**src/rtl/fetch_pkg.sv**
```systemverilog
// fetch_pkg: shared widths, entry type and FSM state encoding for the
// instruction fetch stage.
//   INSTR_W / ADDR_W  : instruction and word-address widths (16 bits each)
//   HLT_OPCODE_DEF    : default instr[15:12] opcode that stops fetching
//   fetch_entry_t     : {pc, instr} pair held in the prefetch queue
//   fetch_state_t     : RUN / HALTED
package fetch_pkg;

    localparam int INSTR_W = 16;
    localparam int ADDR_W  = 16;
    localparam logic [3:0] HLT_OPCODE_DEF = 4'hF;

    typedef struct packed {
        logic [ADDR_W-1:0]  pc;
        logic [INSTR_W-1:0] instr;
    } fetch_entry_t;

    typedef enum logic [0:0] {
        RUN    = 1'b0,
        HALTED = 1'b1
    } fetch_state_t;

    // True when the instruction's major opcode field equals op.
    function automatic logic opcode_is(input logic [INSTR_W-1:0] instr,
                                       input logic [3:0]         op);
        return (instr[15:12] == op);
    endfunction

endpackage

```
**src/rtl/fetch_fifo.sv**
```systemverilog
// fetch_fifo: synchronous prefetch queue of fetch_entry_t.
// Ports:
//   clk, rst_n      : clock, asynchronous active-low reset
//   i_push/i_push_data : enqueue one entry
//   i_pop           : dequeue the head entry (ignored when empty)
//   i_flush         : drop every entry; wins over push and pop
//   o_count         : number of valid entries (0..DEPTH)
//   o_head          : head entry, combinational from the read pointer,
//                     all-zero when the queue is empty
module fetch_fifo
    import fetch_pkg::*;
#(
    parameter  int DEPTH = 4,
    localparam int PTR_W = $clog2(DEPTH),
    localparam int CNT_W = PTR_W + 1
) (
    input  logic             clk,
    input  logic             rst_n,
    input  logic             i_push,
    input  fetch_entry_t     i_push_data,
    input  logic             i_pop,
    input  logic             i_flush,
    output logic [CNT_W-1:0] o_count,
    output fetch_entry_t     o_head
);

    logic [PTR_W-1:0] r_wr_ptr;
    logic [PTR_W-1:0] r_rd_ptr;
    logic [CNT_W-1:0] r_count;
    fetch_entry_t     r_mem [DEPTH];

    logic w_not_empty;
    logic w_do_pop;
    logic w_do_push;

    assign w_not_empty = (r_count != {CNT_W{1'b0}});
    assign w_do_pop    = i_pop & w_not_empty;
    // A full queue can still accept a push when the head leaves the same cycle.
    assign w_do_push   = i_push & ((r_count != CNT_W'(DEPTH)) | w_do_pop);

    // Pointer and occupancy bookkeeping; power-of-two depth lets pointers wrap naturally.
    always_ff @(posedge clk or negedge rst_n) begin
        if (!rst_n) begin
            r_wr_ptr <= {PTR_W{1'b0}};
            r_rd_ptr <= {PTR_W{1'b0}};
            r_count  <= {CNT_W{1'b0}};
        end else if (i_flush) begin
            r_wr_ptr <= {PTR_W{1'b0}};
            r_rd_ptr <= {PTR_W{1'b0}};
            r_count  <= {CNT_W{1'b0}};
        end else begin
            if (w_do_push) begin
                r_wr_ptr <= r_wr_ptr + PTR_W'(1);
            end
            if (w_do_pop) begin
                r_rd_ptr <= r_rd_ptr + PTR_W'(1);
            end
            case ({w_do_push, w_do_pop})
                2'b10:   r_count <= r_count + CNT_W'(1);
                2'b01:   r_count <= r_count - CNT_W'(1);
                default: r_count <= r_count;
            endcase
        end
    end

    // Entry storage; contents are only observed through a valid read pointer.
    always_ff @(posedge clk) begin
        if (w_do_push & ~i_flush) begin
            r_mem[r_wr_ptr] <= i_push_data;
        end
    end

    // Head view; forced to zero when empty so decode never sees stale data.
    always_comb begin
        o_head = '0;
        if (w_not_empty) begin
            o_head = r_mem[r_rd_ptr];
        end else begin
            o_head = '0;
        end
    end

    assign o_count = r_count;

endmodule

```
**src/rtl/fetch_unit.sv**
```systemverilog
// fetch_unit: instruction fetch stage (upstream of IF/ID).
// Owns the PC, issues reads to a 1-cycle-latency synchronous instruction
// memory, buffers {pc, instr} in a prefetch queue and presents the head to
// decode over valid/ready. Handles EX/MEM redirects and stops at HLT.
// Ports:
//   clk, rst_n                 : clock, asynchronous active-low reset
//   im_rd_en, im_addr          : instruction memory read strobe / word address
//   im_instr                   : read data, valid the cycle after im_rd_en
//   redirect, redirect_pc      : flush and reload PC (highest priority)
//   id_valid, id_ready         : decode handshake
//   id_instr, id_pc            : head instruction and its PC (0 when empty)
//   halted                     : fetch stopped after a HLT was queued
//   perf_bubble_cnt, perf_flush_cnt : saturating counters, present only
//                                when FETCH_PERF_EN is defined
module fetch_unit
    import fetch_pkg::*;
#(
    parameter int                DEPTH      = 4,
    parameter logic [ADDR_W-1:0] RESET_PC   = 16'h0000,
    parameter logic [3:0]        HLT_OPCODE = HLT_OPCODE_DEF
) (
    input  logic               clk,
    input  logic               rst_n,
    output logic               im_rd_en,
    output logic [ADDR_W-1:0]  im_addr,
    input  logic [INSTR_W-1:0] im_instr,
    input  logic               redirect,
    input  logic [ADDR_W-1:0]  redirect_pc,
    output logic               id_valid,
    input  logic               id_ready,
    output logic [INSTR_W-1:0] id_instr,
    output logic [ADDR_W-1:0]  id_pc,
    output logic               halted
`ifdef FETCH_PERF_EN
    ,
    output logic [15:0]        perf_bubble_cnt,
    output logic [15:0]        perf_flush_cnt
`endif
);

    localparam int CNT_W = $clog2(DEPTH) + 1;

    logic [ADDR_W-1:0] r_fetch_pc;
    logic [ADDR_W-1:0] r_tag_pc;
    logic              r_inflight;
    fetch_state_t      r_state;

    logic [CNT_W-1:0]  w_count;
    fetch_entry_t      w_head;
    fetch_entry_t      w_push_data;
    logic              w_run;
    logic              w_hlt_resp;
    logic              w_credit;
    logic              w_issue;
    logic              w_push;
    logic              w_pop;
    logic              w_valid;

    assign w_run      = (r_state == RUN);
    // The returning word is a HLT: hold off the next address so nothing past it is issued.
    assign w_hlt_resp = r_inflight & opcode_is(im_instr, HLT_OPCODE);
    // Queued entries plus the outstanding read may never exceed the queue size.
    assign w_credit   = (({1'b0, w_count} + {{CNT_W{1'b0}}, r_inflight}) < (CNT_W + 1)'(DEPTH));
    // rst_n is folded in so the strobe reads 0 while reset is held.
    assign w_issue    = rst_n & w_run & ~redirect & ~w_hlt_resp & w_credit;
    assign w_push     = r_inflight & ~redirect & w_run;
    assign w_valid    = (w_count != {CNT_W{1'b0}}) & ~redirect;
    assign w_pop      = w_valid & id_ready;

    assign w_push_data.pc    = r_tag_pc;
    assign w_push_data.instr = im_instr;

    fetch_fifo #(
        .DEPTH (DEPTH)
    ) u_fifo (
        .clk         (clk),
        .rst_n       (rst_n),
        .i_push      (w_push),
        .i_push_data (w_push_data),
        .i_pop       (w_pop),
        .i_flush     (redirect),
        .o_count     (w_count),
        .o_head      (w_head)
    );

    // PC, outstanding-read tracking and RUN/HALTED state; redirect overrides everything.
    always_ff @(posedge clk or negedge rst_n) begin
        if (!rst_n) begin
            r_fetch_pc <= RESET_PC;
            r_tag_pc   <= {ADDR_W{1'b0}};
            r_inflight <= 1'b0;
            r_state    <= RUN;
        end else if (redirect) begin
            r_fetch_pc <= redirect_pc;
            r_inflight <= 1'b0;
            r_state    <= RUN;
        end else begin
            if (w_issue) begin
                r_fetch_pc <= r_fetch_pc + 16'd1;
                r_tag_pc   <= r_fetch_pc;
            end
            r_inflight <= w_issue;
            case (r_state)
                RUN: begin
                    if (w_push & opcode_is(im_instr, HLT_OPCODE)) begin
                        r_state <= HALTED;
                    end
                end
                HALTED:  r_state <= HALTED;
                default: r_state <= RUN;
            endcase
        end
    end

    assign im_rd_en = w_issue;
    assign im_addr  = r_fetch_pc;
    assign id_valid = w_valid;
    assign id_instr = w_head.instr;
    assign id_pc    = w_head.pc;
    assign halted   = (r_state == HALTED);

`ifdef FETCH_PERF_EN
    logic [15:0] r_perf_bubble;
    logic [15:0] r_perf_flush;

    // Saturating event counters: decode starved while running, and redirect flushes.
    always_ff @(posedge clk or negedge rst_n) begin
        if (!rst_n) begin
            r_perf_bubble <= 16'h0000;
            r_perf_flush  <= 16'h0000;
        end else begin
            if (id_ready & ~w_valid & w_run & (r_perf_bubble != 16'hFFFF)) begin
                r_perf_bubble <= r_perf_bubble + 16'd1;
            end
            if (redirect & (r_perf_flush != 16'hFFFF)) begin
                r_perf_flush <= r_perf_flush + 16'd1;
            end
        end
    end

    assign perf_bubble_cnt = r_perf_bubble;
    assign perf_flush_cnt  = r_perf_flush;
`endif

endmodule

```
**config.mk**
```make
export PLATFORM = sky130hd
export DESIGN_NAME = fetch_unit
export DESIGN_NICKNAME = d
export VERILOG_FILES = /design/src/rtl/fetch_pkg.sv /design/src/rtl/fetch_fifo.sv /design/src/rtl/fetch_unit.sv
export SDC_FILE = /design/constraint.sdc
export NUM_CORES = 1
export LEC_CHECK = 0
export ABC_AREA = 1
export CAP_MARGIN = 25
export CORE_MARGIN = 3
export CORE_UTILIZATION = 40
export CTS_BUF_LIST = sky130_fd_sc_hd__clkbuf_2 sky130_fd_sc_hd__clkbuf_4 sky130_fd_sc_hd__clkbuf_8
export DETAILED_ROUTE_END_ITERATION = 10
export REMOVE_ABC_BUFFERS = 1
export SYNTH_ARGS = -nofsm -noshare
export SYNTH_HDL_FRONTEND = slang
export SYNTH_HIERARCHICAL = 1
export SYNTH_SLANG_ARGS = --single-unit
```
**constraint.sdc**
```tcl
create_clock -name clk -period 3.7 [get_ports clk]
set_input_delay 0.555 -clock clk [delete_from_list [all_inputs] [get_ports clk]]
set_output_delay 0.555 -clock clk [all_outputs]
set_load 0.01 [all_outputs]
```
==> results of run 1 <==
flip-flops by register name, indices dropped and copies added (netlist names):
name / count
u_fifo/o_count: 3
r_inflight: 1
u_fifo/r_rd_ptr: 2
im_addr: 16
u_fifo/r_wr_ptr: 2
r_tag_pc: 16
halted: 1
u_fifo/r_mem: 128
per-layer routing:
metal  GRT usage [%]  part of all wire (%)  up-vias
li1                -                     -     2511
met1            23.4                    47     2427
met4            5.51                   1.0        0
met3            4.00                   5.6       12
met5               0                     0        -
met2            26.7                    47      171
report_power, final:
part           internal, mW  switching [mW]
sequential             2.29           0.216
clock                 0.736           0.666
combinational         0.606           0.750
total                  3.63            1.63
synthesized netlist by cell type (all sizes together):
library cell	instances
a21oi	37
and2	2
buf	26
clkbuf	6
clkinv	1
dfrtp	41
edfxtp	128
fa	1
ha	5
inv	39
nand2	101
nand3	52
nand4	7
nor2	153
o21ai	82
or2	1
xnor2	1
xor2	4
how the worst min path moves through the flow:
stage                 startpoint             endpoint  slack, ps  cells past startpoint
CTS                        rst_n          im_addr[10]        230                      2
detailed placement  r_tag_pc[11]  u_fifo/r_mem[2][27]        520                      0
global placement    r_tag_pc[11]  u_fifo/r_mem[2][27]        520                      0
floorplan                  rst_n               halted        260                      0
finish                     rst_n          im_addr[11]        230                      2
global route               rst_n          im_addr[11]        240                      2
layout make-up:
type	instances	area, µm²	share of cell area [%]
inverter	40	153	1.74
clock buffer	17	234	2.66
multi-input combinational	446	2080	23.7
tap	225	282	3.20
clock inverter	15	201	2.29
sequential	169	4870	55.4
timing repair buffer	99	966	11.0
through the flow:
stage                     utilization, %  instance area, µm²  total power, mW
after floorplan                        -                7070             3.13
after global placement              47.6                8350             3.89
after detailed placement            47.6                8350             3.92
after CTS                           50.1                8790             5.33
after global routing                50.1                8790             5.57
final                               50.1                8790             5.26
cells in the final DEF (no fill, tap or decap):
cell type / netlist / routed
or2_1: 1 / 1
inv_8: 0 / 1
inv_4: 1 / 1
clkinv_1: 1 / 2
buf_2: 16 / 1
buf_4: 4 / 12
nand4_1: 7 / 7
bufinv_16: 0 / 4
nand2_1: 99 / 99
nand3_2: 2 / 2
nand2_2: 2 / 2
and2_1: 2 / 2
clkinvlp_4: 0 / 4
clkinv_4: 0 / 3
o21ai_2: 2 / 2
edfxtp_1: 128 / 128
inv_1: 36 / 36
nor2_4: 3 / 7
nor2_2: 3 / 3
xnor2_1: 1 / 1
o21ai_1: 44 / 44
clkinv_2: 0 / 2
nand3_1: 50 / 50
dfrtp_1: 41 / 40
ha_1: 5 / 5
a21oi_1: 37 / 37
buf_12: 0 / 1
dfrtp_2: 0 / 1
fa_1: 1 / 1
clkdlybuf4s50_1: 0 / 85
nor2_1: 147 / 143
inv_2: 2 / 2
clkbuf_8: 0 / 17
xor2_1: 4 / 4
o21ai_0: 36 / 36
cells by family (layout without fill, tap and decap cells):
group	after synthesis	in the layout	synth area share, %
compound gates	119	119	8.30
simple gates	316	316	18.2
fa+ha+maj	6	6	1.14
flops	169	169	67.0
buf+inv	72	171	4.80
xor+xnor	5	5	0.602
==> results.cfg, run 1 <==
[critical_path]
max_stage_delay_ps = 580
crit_cells = 6
path_buf_inv = 3
path_cells = nor2_2 -> nand2_1 -> inv_1 -> buf_4 -> a21oi_1 -> clkdlybuf4s50_1
path_max_fanout = 19
cp-startpoint = u_fifo/o_count[1]
slowest_stage = inv_1
critPathKind = reg -> out
cp-end-kind = primary output
regToRegSetupSlack_ps = 1310
arrival_ps = 2710
reg2reg_from = u_fifo/o_count[0]
critical_path.top_delay_family = buffers and inverters
ff2ff_path_depth = 7
worst_r2r_endpoint = u_fifo/r_mem[3][30]
crit_end = id_pc[15]
required_ps = 3140
start_kind = flip-flop

[drt]
wl_um = 16300
drt-initial-drc-count = 389
antenna_left = 0
wl_per_cell_um = 16.1
firstDrtPassIters = 5
avgViaCountPerCell = 5.07
drc_errors = 0
vias = 5121

[timing]
fin_crit_sh_pct = 88.3
hold_viol_final = 0
setup_viol = 0
setup_slack_ps = 432
slew_viol_final = 0
slew_headroom_pct = 48.3
worst_pin_slew_ps = 774
clock_skew_ps = 8.85
final.setup.tns_ps = 0
fmax_mhz = 306
fin_crit_ps = 3270
hold_slack_ps = 232
grt_setup_unrepaired = no

[logic_synthesis]
ys_ff_latch = 169
synth_area_leaders = edfxtp_1 (53%), dfrtp_1 (14%), nor2_1 (7.6%)
ys_seq_area_share_pct = 67.0
netlist.area_leader.share_pct = 52.9
yosys_warnings = 6
netlist_area_um2 = 7270
synth_cell_type_count = 30
synth_area_leader_cell = edfxtp_1
syn_avg_cell_area_um2 = 10.6
syn_inst = 687

[clock_tree]
holdBufCountCts = 0
cts_root_buffer = clkbuf_8
clk_latency_ps = 450
cts.sinks = 169
ctsResizeCount = 0
tritoncts = built
postCtsSetupRepairBufs = 0
htree_levels = 4
clkSlewWorstSetupHoldPaths_ps = 90
ctsLongestPathBuffers = 2
cts_made_buffers = 17

[die]
coreArea_um2 = 17500
initial_core_util_pct = 41.5
fp-row-count = 48
ios = 87
die_x_um = 141
die_area_um2 = 19800
die_y_um = 141

[global_routing]
grt_pass1_wl_um = 26500
grt_max_degree = 66
antenna_found_initial = 0
gr-usage-all-layers_pct = 17.0
first_global_vias = 5002
grt.overflow.total = 0

[run]
cap_violations = 0

[place]
place_inst = 979
port_buffers = 86
dp_slack_ps = 657
hpwl_um = 10500
routabilityCongestion = 0.834

[worst_hold_path]
min_path_type = in -> async

[layout]
nets = 815
instances_no_fill = 1011
n_antenna_cell = 0
drive_above_1_share_pct = 8.27
fillers = 1560
area_growth_pct = 20.9

[pwr]
ir_drop_uv = 267
p_leak_nw = 3.30
powerDensity_nw_per_um2 = 599

[outcome]
status = finished clean
(Power assumes the default switching activity.)
==> run 2, diff against run 1 <==
--- a/config.mk
+++ b/config.mk
@@ -10,6 +10,7 @@
 export CORE_MARGIN = 3
 export CORE_UTILIZATION = 40
 export CTS_BUF_LIST = sky130_fd_sc_hd__clkbuf_2 sky130_fd_sc_hd__clkbuf_4 sky130_fd_sc_hd__clkbuf_8
+export CTS_CLUSTER_SIZE = 28
 export DETAILED_ROUTE_END_ITERATION = 10
 export REMOVE_ABC_BUFFERS = 1
 export SYNTH_ARGS = -nofsm -noshare
==> results of run 2 <==
Same layout as run 1: the final DEF is identical, and so are final timing and power.
